==> src/rtl/sort_stream_arbiter_if.sv <==
// Single AXI-Stream style beat channel (valid/ready/last/data) shared by the
// arbiter's requester inputs and its output toward the sort core.
interface sort_stream_arbiter_if #(
   parameter int DATA_WIDTH = 16
);
   logic                  tvalid;
   logic                  tready;
   logic                  tlast;
   logic [DATA_WIDTH-1:0] tdata;

   modport master (output tvalid, output tlast, output tdata, input tready);
   modport slave  (input tvalid, input tlast, input tdata, output tready);
endinterface

==> src/rtl/sort_stream_arbiter.sv <==
// Frame-atomic two-requester round-robin arbiter with a one-entry output register.
// Define SORT_ARB_STATS_EN to add per-requester frame counters (frame_cnt0/1).
module sort_stream_arbiter #(
   parameter int DATA_WIDTH = 16
) (
   input  logic                  clk,
   input  logic                  reset,
   sort_stream_arbiter_if.slave  s0,
   sort_stream_arbiter_if.slave  s1,
   sort_stream_arbiter_if.master m,
   output logic [1:0]            grant
`ifdef SORT_ARB_STATS_EN
   ,
   output logic [15:0]           frame_cnt0,
   output logic [15:0]           frame_cnt1
`endif
);

   typedef enum logic [1:0] {
      IDLE = 2'd0,
      GNT0 = 2'd1,
      GNT1 = 2'd2
   } state_e;

   state_e                state_q, state_d;
   logic                  last_q, last_d;
   logic                  ovalid_q, ovalid_d;
   logic                  olast_q, olast_d;
   logic [DATA_WIDTH-1:0] odata_q, odata_d;
   logic                  out_free;
   logic                  acc0, acc1;

   // The output register can take a beat when empty or being drained this cycle.
   assign out_free  = !ovalid_q || m.tready;
   assign s0.tready = (state_q == GNT0) && out_free;
   assign s1.tready = (state_q == GNT1) && out_free;
   assign acc0      = s0.tvalid && s0.tready;
   assign acc1      = s1.tvalid && s1.tready;

   assign grant    = {state_q == GNT1, state_q == GNT0};
   assign m.tvalid = ovalid_q;
   assign m.tlast  = olast_q;
   assign m.tdata  = odata_q;

   always_comb begin
      // NOTE: every output of this block gets a default first, so no path can infer a latch.
      state_d = state_q;
      last_d  = last_q;
      unique case (state_q)
         IDLE: begin
            // On contention the requester that was not granted most recently wins.
            if (s0.tvalid && (!s1.tvalid || last_q)) begin
               state_d = GNT0;
               last_d  = 1'b0;
            end else if (s1.tvalid) begin
               state_d = GNT1;
               last_d  = 1'b1;
            end
         end
         GNT0: if (acc0 && s0.tlast) state_d = IDLE;
         GNT1: if (acc1 && s1.tlast) state_d = IDLE;
         default: state_d = IDLE;
      endcase
   end

   always_comb begin
      ovalid_d = ovalid_q;
      olast_d  = olast_q;
      odata_d  = odata_q;
      if (acc0 || acc1) begin
         ovalid_d = 1'b1;
         olast_d  = acc1 ? s1.tlast : s0.tlast;
         odata_d  = acc1 ? s1.tdata : s0.tdata;
      end else if (ovalid_q && m.tready) begin
         ovalid_d = 1'b0;
      end
   end

   always_ff @(posedge clk) begin
      // NOTE: the data register is reset as well, since odata is observable and must read 0 after reset.
      if (reset) begin
         state_q  <= IDLE;
         last_q   <= 1'b1;
         ovalid_q <= 1'b0;
         olast_q  <= 1'b0;
         odata_q  <= '0;
      end else begin
         // NOTE: non-blocking assignments so every flop samples pre-edge values.
         state_q  <= state_d;
         last_q   <= last_d;
         ovalid_q <= ovalid_d;
         olast_q  <= olast_d;
         odata_q  <= odata_d;
      end
   end

`ifdef SORT_ARB_STATS_EN
   logic [15:0] frame_cnt0_q, frame_cnt1_q;

   // Counters wrap naturally from 16'hFFFF to 0.
   always_ff @(posedge clk) begin
      if (reset) begin
         frame_cnt0_q <= 16'd0;
         frame_cnt1_q <= 16'd0;
      end else begin
         if (acc0 && s0.tlast) frame_cnt0_q <= frame_cnt0_q + 16'd1;
         if (acc1 && s1.tlast) frame_cnt1_q <= frame_cnt1_q + 16'd1;
      end
   end

   assign frame_cnt0 = frame_cnt0_q;
   assign frame_cnt1 = frame_cnt1_q;
`endif

endmodule

==> src/flat_wrapper.sv <==
// flat-port wrapper written by rule: the top's interface ports become plain ports
module sort_stream_arbiter_flat 
#(
   parameter int DATA_WIDTH = 16
)
  (clk, reset, grant, s0_tvalid, s0_tlast, s0_tdata, s0_tready, s1_tvalid, s1_tlast, s1_tdata, s1_tready, m_tvalid, m_tlast, m_tdata, m_tready);
  sort_stream_arbiter_if #(.DATA_WIDTH(DATA_WIDTH)) s0_i ();
  sort_stream_arbiter_if #(.DATA_WIDTH(DATA_WIDTH)) s1_i ();
  sort_stream_arbiter_if #(.DATA_WIDTH(DATA_WIDTH)) m_i ();
  input  logic clk;
  input  logic reset;
  output logic [1:0] grant;
  input wire logic [$bits(s0_i.tvalid)-1:0] s0_tvalid;
  input wire logic [$bits(s0_i.tlast)-1:0] s0_tlast;
  input wire logic [$bits(s0_i.tdata)-1:0] s0_tdata;
  output wire logic [$bits(s0_i.tready)-1:0] s0_tready;
  input wire logic [$bits(s1_i.tvalid)-1:0] s1_tvalid;
  input wire logic [$bits(s1_i.tlast)-1:0] s1_tlast;
  input wire logic [$bits(s1_i.tdata)-1:0] s1_tdata;
  output wire logic [$bits(s1_i.tready)-1:0] s1_tready;
  output wire logic [$bits(m_i.tvalid)-1:0] m_tvalid;
  output wire logic [$bits(m_i.tlast)-1:0] m_tlast;
  output wire logic [$bits(m_i.tdata)-1:0] m_tdata;
  input wire logic [$bits(m_i.tready)-1:0] m_tready;
  assign s0_i.tvalid = s0_tvalid;
  assign s0_i.tlast = s0_tlast;
  assign s0_i.tdata = s0_tdata;
  assign s0_tready = s0_i.tready;
  assign s1_i.tvalid = s1_tvalid;
  assign s1_i.tlast = s1_tlast;
  assign s1_i.tdata = s1_tdata;
  assign s1_tready = s1_i.tready;
  assign m_tvalid = m_i.tvalid;
  assign m_tlast = m_i.tlast;
  assign m_tdata = m_i.tdata;
  assign m_i.tready = m_tready;
  sort_stream_arbiter #(.DATA_WIDTH(DATA_WIDTH)) u_core (.clk(clk), .reset(reset), .s0(s0_i), .s1(s1_i), .m(m_i), .grant(grant));
endmodule
==> config.mk <==
export PLATFORM = sky130hd
export DESIGN_NAME = sort_stream_arbiter_flat
export DESIGN_NICKNAME = d
export VERILOG_FILES = /design/src/rtl/sort_stream_arbiter_if.sv /design/src/rtl/sort_stream_arbiter.sv /design/src/flat_wrapper.sv
export SDC_FILE = /design/constraint.sdc
export NUM_CORES = 1
export LEC_CHECK = 0
export ABC_CLOCK_PERIOD_IN_PS = 4150
export BUFFER_PORTS_ARGS = -buffer_cell sky130_fd_sc_hd__clkbuf_2
export CAP_MARGIN = 5
export CELL_PAD_IN_SITES_DETAIL_PLACEMENT = 1
export CELL_PAD_IN_SITES_GLOBAL_PLACEMENT = 2
export CORE_ASPECT_RATIO = 1.25
export CORE_MARGIN = 2
export CORE_UTILIZATION = 24
export DETAILED_ROUTE_END_ITERATION = 8
export GPL_TIMING_DRIVEN = 0
export PLACE_DENSITY = 0.88
export SLEW_MARGIN = 10
export SYNTH_ARGS = -nofsm -noshare
export SYNTH_HDL_FRONTEND = slang
export SYNTH_SLANG_ARGS = --single-unit
==> constraint.sdc <==
create_clock -name clk -period 4.15 [get_ports clk]
set_input_delay 0.2075 -clock clk [delete_from_list [all_inputs] [get_ports clk]]
set_output_delay 0.2075 -clock clk [all_outputs]
set_load 0.02 [all_outputs]
==> results_dict.tcl, run 1 <==
set metrics [dict create \
    chipWidth_um 63.1 \
    rows 26 \
    h-tree-depth 1 \
    p_leak_uw 0.000682 \
    first_global_vias 1198 \
    cts_setup_buffers 0 \
    worst_r2r_startpoint "u_core.state_q[1]" \
    drt-initial-drc-count 17 \
    slew_violations 0 \
    ys_seq_area_share_pct 40.1 \
    drc 0 \
    synth_area_leaders "dfxtp_1 40%, a311oi_2 14%, nand2_1 11%" \
    cts-resized-gates 0 \
    r2r_slack_ns 2.63 \
    cp.arrival_ns 1.70 \
    ys_seq_elements 21 \
    via_count 1123 \
    layout_min_cycle_time_ns 1.52 \
    core_mm2 0.00413 \
    tightest_slew_ns 0.677 \
    grt_max_degree 13 \
    place.gp.congestion 0.772 \
    layout_common_cells "60 x clkbuf_2, 31 x nand2_1, 21 x dfxtp_1" \
    drv_cap 0 \
    area_delta_synth_final_pct 39.7 \
    crit_fanout 10 \
    initial_core_util_pct 25.4 \
    cts_buffers 3 \
    cts_num_sinks 21 \
    fillers 535 \
    grt_usage_pct 12.9 \
    status "completed" \
    io_pins 61 \
    power.density_mw_per_mm2 375 \
    path_cells "and2b_2, and3_1, buf_4, buf_6, nand2_1, a311oi_2" \
    required_ns 4.33 \
    cts_root_buffer "clkbuf_8" \
    cts_tree "yes" \
    fp.dieH_um 77.9 \
    avgSynthCellArea_um2 8.46 \
    hp-start "reset" \
    worst_path_max_delay_cell "dfxtp_1" \
    die-area_mm2 0.00492 \
    layout_commonest_cell "clkbuf_2" \
    viasPerCell 4.60 \
    yosysUniqueCellTypes 24 \
    fin_skew_ns 0.00112 \
    max_freq_mhz 658 \
    path_class "reg2reg" \
    nets 228 \
    start_kind "flip-flop" \
    syn_inst 124 \
    dr.pass1.iters 2 \
    critPathCaptureType "flip-flop" \
    slowest_delay_ns 0.44 \
    relSlewSlack_pct 54.9 \
    syn-cell-area_mm2 0.00105 \
    hold_slack_ns 0.166 \
    routedWlPerCell_um 12.7 \
    ys_warn_count 0 \
    synth_top_area_share_pct 40.1 \
    yosys.area.top_type "dfxtp_1" \
    synth.net_count 163 \
    clk_pin_slew_ns 0.08 \
    hold_path.class "in2reg" \
    worstSkewPairLatency_ns 0.26 \
    r2r-end "u_core.m.tdata[9]" \
    path_delay_family "simple AND/OR/NAND/NOR gates" \
    port_buffers 60 \
    grt_overflow 0 \
    critPathBufInv 2 \
    grt_pass1_wl_mm 5.18 \
    antenna_found_initial 0 \
    hold_depth 3 \
    rsz0062_at_grt "no" \
    hold_violations 0 \
    fin_tns_setup_ns 0 \
    dp_hpwl_mm 2.49 \
    n_antenna_cell 0 \
    fin_crit_sh_pct 36.6 \
    drive_gt1_share_pct 43.6 \
    clk_path_buf_depth 2 \
    r2r_cells 6 \
    setup-violations-final 0 \
    cts_hold_buffers 0 \
    ant_nets 0 \
    hold_path_end "u_core.last_q" \
    wirelength_mm 3.09 \
    vdd_drop_max_mv 0.117 \
]
[per-layer routing]
metal	up-vias	wire length (um)	part of all wire (%)	track usage, %
li1	565	-	-	-
met1	511	1260	41	14.5
met2	40	1550	50	23.0
met3	7	193	6.2	2.61
met4	0	80	2.6	6.44
met5	-	0	0	0
[synth_stat cells, drive strengths merged]
| master | count |
|---|---|
| buf | 6 |
| inv | 3 |
| a211oi | 3 |
| mux2i | 2 |
| nor2b | 1 |
| a31oi | 4 |
| nand3b | 2 |
| nand2b | 5 |
| dfxtp | 21 |
| and2b | 1 |
| nand2 | 31 |
| a21oi | 1 |
| nor2 | 19 |
| o311ai | 1 |
| nor3 | 1 |
| clkbuf | 2 |
| and3 | 1 |
| a221oi | 1 |
| nand3 | 5 |
| a311oi | 14 |
[registers in the layout (all words and copies together) (netlist names)]
signal,count
u_core.m.tdata,16
u_core.state_q,2
u_core.last_q,1
u_core.m.tlast,1
u_core.m.tvalid,1
[metrics by stage]
stage | total power (uW) | area (um2) | util, % | cells | setup slack (ns)
CTS | 555 | 1470 | 35.5 | 244 | 2.62
detailed placement | 419 | 1420 | 34.3 | 240 | 2.63
floorplan | 355 | 1050 | - | 124 | 2.73
global route | 583 | 1470 | 35.5 | 244 | 2.50
finish | 549 | 1470 | 35.5 | 244 | 2.63
global placement | 416 | 1420 | 34.3 | 240 | 2.65
[report_power, final]
part | internal [uW] | switching, uW
Clock | 67.0 | 70.5
Sequential | 225 | 14.0
Combinational | 69.6 | 103
[how the worst max path moves through the flow]
| stage | slack (ns) | depth (start not counted) | start | to |
|---|---|---|---|---|
| floorplan | 2.73 | 4 | u_core.m.tvalid | u_core.m.tlast |
| finish | 2.63 | 6 | u_core.state_q[1] | u_core.m.tdata[9] |
| global route | 2.50 | 6 | u_core.state_q[1] | u_core.m.tdata[7] |
| global placement | 2.65 | 5 | u_core.state_q[1] | u_core.m.tdata[10] |
| detailed placement | 2.63 | 5 | u_core.state_q[0] | u_core.m.tdata[7] |
| CTS | 2.62 | 5 | u_core.state_q[0] | u_core.m.tdata[7] |
[layout make-up]
| class | instances | area, um2 | area share [%] |
|---|---|---|---|
| Clock inverter | 1 | 5.00 | 0.342 |
| Sequential cell | 21 | 420 | 28.7 |
| Timing Repair Buffer | 60 | 300 | 20.5 |
| Clock buffer | 3 | 41.3 | 2.82 |
| Multi-Input combinational cell | 92 | 566 | 38.6 |
| Buffer | 8 | 51.3 | 3.50 |
| Tap cell | 56 | 70.1 | 4.78 |
| Inverter | 3 | 11.3 | 0.769 |
[logic make-up after synthesis]
logic type      synth area share, %
compound gates                 24.3
buf+inv                        5.97
simple gates                   27.7
mux                            1.91
flops                          40.1
[worst register-to-register path, delay by kind of cell, from the launching register on]
family / cells / cell delay (ns)
flip-flops: 1 / 0.44
buffers and inverters: 2 / 0.27
AND/OR/NAND/NOR: 3 / 0.48
AO/OA/AOI/OAI: 1 / 0.26
No activity file was read; power rests on OpenSTA's default activity.
==> run 2: changes to the inputs <==
--- a/config.mk
+++ b/config.mk
@@ -5,17 +5,17 @@
 export SDC_FILE = /design/constraint.sdc
 export NUM_CORES = 1
 export LEC_CHECK = 0
-export ABC_CLOCK_PERIOD_IN_PS = 4150
+export ABC_CLOCK_PERIOD_IN_PS = 1400
 export BUFFER_PORTS_ARGS = -buffer_cell sky130_fd_sc_hd__clkbuf_2
 export CAP_MARGIN = 5
 export CELL_PAD_IN_SITES_DETAIL_PLACEMENT = 1
 export CELL_PAD_IN_SITES_GLOBAL_PLACEMENT = 2
 export CORE_ASPECT_RATIO = 1.25
 export CORE_MARGIN = 2
-export CORE_UTILIZATION = 24
+export CORE_UTILIZATION = 22
 export DETAILED_ROUTE_END_ITERATION = 8
 export GPL_TIMING_DRIVEN = 0
-export PLACE_DENSITY = 0.88
+export PLACE_DENSITY = 0.82
 export SLEW_MARGIN = 10
 export SYNTH_ARGS = -nofsm -noshare
 export SYNTH_HDL_FRONTEND = slang
==> constraint.sdc (replaced) <==
create_clock -name clk -period 1.4 [get_ports clk]
set_input_delay 0.07 -clock clk [delete_from_list [all_inputs] [get_ports clk]]
set_output_delay 0.07 -clock clk [all_outputs]
set_load 0.02 [all_outputs]
==> results_dict.tcl, run 2 (same netlist as run 1, synthesis figures left out) <==
set metrics [dict create \
    status "finished, violations left" \
    violations "negative setup slack" \
    cts_buffers 3 \
    worst_r2r_startpoint "u_core.state_q[0]" \
    hold_depth 3 \
    ant_nets 0 \
    first_global_vias 1243 \
    n_antenna_cell 0 \
    antenna_found_initial 0 \
    p_leak_uw 0.000815 \
    cp.arrival_ns 1.63 \
    cts_root_buffer "clkbuf_8" \
    io_pins 61 \
    stdcell_area_mm2 0.00177 \
    hp-start "s0_tdata[4]" \
    drive_gt1_share_pct 59.0 \
    fp.dieH_um 81.2 \
    rsz0062_at_grt "yes" \
    r2r_cells 6 \
    path_class "reg2reg" \
    layout_common_cells "59 x clkbuf_2, 22 x nand2_1, 19 x dfxtp_1" \
    nets 240 \
    hold_path_end "u_core.m.tdata[4]" \
    hold_path.class "in2reg" \
    grt_max_degree 13 \
    place.gp.congestion 0.698 \
    fin_skew_ns 0.00483 \
    r2r-end "u_core.m.tdata[14]" \
    post-place-ws_ns -0.139 \
    rows 28 \
    grt_pass1_wl_mm 5.86 \
    max_freq_mhz 695 \
    dr.pass1.iters 4 \
    relSlewSlack_pct 57.3 \
    clk_path_buf_depth 2 \
    drc 0 \
    fin_crit_sh_pct 103 \
    worst_slack_ns -0.0398 \
    stdcell_count 260 \
    hold_violations 0 \
    drt-initial-drc-count 27 \
    initial_core_util_pct 22.5 \
    port_buffers 60 \
    via_count 1224 \
    power.density_mw_per_mm2 1020 \
    critPathCaptureType "flip-flop" \
    viasPerCell 4.71 \
    dp.cells 244 \
    tightest_slew_ns 0.641 \
    crit_fanout 5 \
    start_kind "flip-flop" \
    post_dp_cell_area_mm2 0.00143 \
    fin_tns_setup_ns -0.119 \
    grt_usage_pct 14.3 \
    layout_min_cycle_time_ns 1.44 \
    routedWlPerCell_um 14.4 \
    h-tree-depth 1 \
    drv_cap 0 \
    r2r_slack_ns -0.04 \
    cts_tree "yes" \
    setup-violations-final 5 \
    area_delta_synth_final_pct 69.1 \
    grt_overflow 0 \
    chipWidth_um 65.7 \
    clk_pin_slew_ns 0.08 \
    worstSkewPairLatency_ns 0.27 \
    dp_hpwl_mm 2.58 \
    vdd_drop_max_mv 0.321 \
    required_ns 1.59 \
    core_mm2 0.00466 \
    cts_num_sinks 21 \
    slew_violations 0 \
    die-area_mm2 0.00534 \
    wirelength_mm 3.73 \
    layout_commonest_cell "clkbuf_2" \
    largest_reg_flops 16 \
    fin_util_pct 38.1 \
]
[run 2: cell count changes in the layout (fill, tap and decap cells not counted), moves of 4 or more]
cell / delta
nand2_1: -9
nor2_2: +4
nor2_1: -4
nand2_2: +6
buf_6: +5
buf_12: +5
[run 2: cell type report]
| type | count | area (um2) |
|---|---|---|
| Clock buffer | 3 | 41.3 |
| Multi-Input combinational cell | 92 | 679 |
| Sequential cell | 21 | 425 |
| Inverter | 3 | 11.3 |
| Fill cell | 561 | 2890 |
| Buffer | 7 | 76.3 |
| Timing Repair Buffer | 73 | 459 |
| Tap cell | 60 | 75.1 |
| Clock inverter | 1 | 5.00 |
[run 2: critical path, stage by stage, from the launching register on]
cell	delay [ns]
dfxtp_4	0.36
and2b_2	0.24
and3_4	0.24
buf_12	0.11
buf_8	0.12
nand2_2	0.05
a311oi_2	0.24
[run 2: what timing repair did]
item / 4_1_cts / 5_1_grt
resized for setup: 21 / 27
pin swaps: 11 / 14
endpoints found under the setup margin: 15 / 17
hold endpoints to repair: 0 / 0
hold buffers: 0 / 0
gates cloned: 2 / 1
setup buffers: 9 / 2
[run 2: how the worst max path moves through the flow]
stage,startpoint,end
after global placement,u_core.state_q[1],u_core.m.tdata[10]
after global routing,u_core.state_q[0],u_core.m.tdata[8]
after detailed placement,u_core.state_q[1],u_core.m.tdata[10]
after CTS,u_core.state_q[0],u_core.m.tdata[14]
final,u_core.state_q[0],u_core.m.tdata[14]
after floorplan,u_core.m.tvalid,u_core.m.tlast
[run 2: metal layers]
layer,wire length [um],GRT usage [%],part of all wire [%],vias up
li1,-,-,-,597
met1,1460,17.2,39,587
met2,2080,26.4,56,33
met3,140,1.52,3.8,7
met4,57,4.38,1.5,0
met5,0,0,0,-
[run 2: metrics by stage]
| step | power, uW | hold slack (ns) |
|---|---|---|
| after CTS | 1750 | 0.0457 |
| after global placement | 1240 | 0.314 |
| after floorplan | 1050 | 0.181 |
| final | 1810 | 0.0383 |
| after detailed placement | 1240 | 0.325 |
| after global routing | 1900 | 0.0478 |
[run 2: power by group]
part / switching, uW / internal, uW / total (uW) / leakage (uW)
sequential: 44.0 / 668 / 712 / 0.000173
combinational: 368 / 310 / 677 / 0.000617
clock: 217 / 199 / 416 / 0.0000255
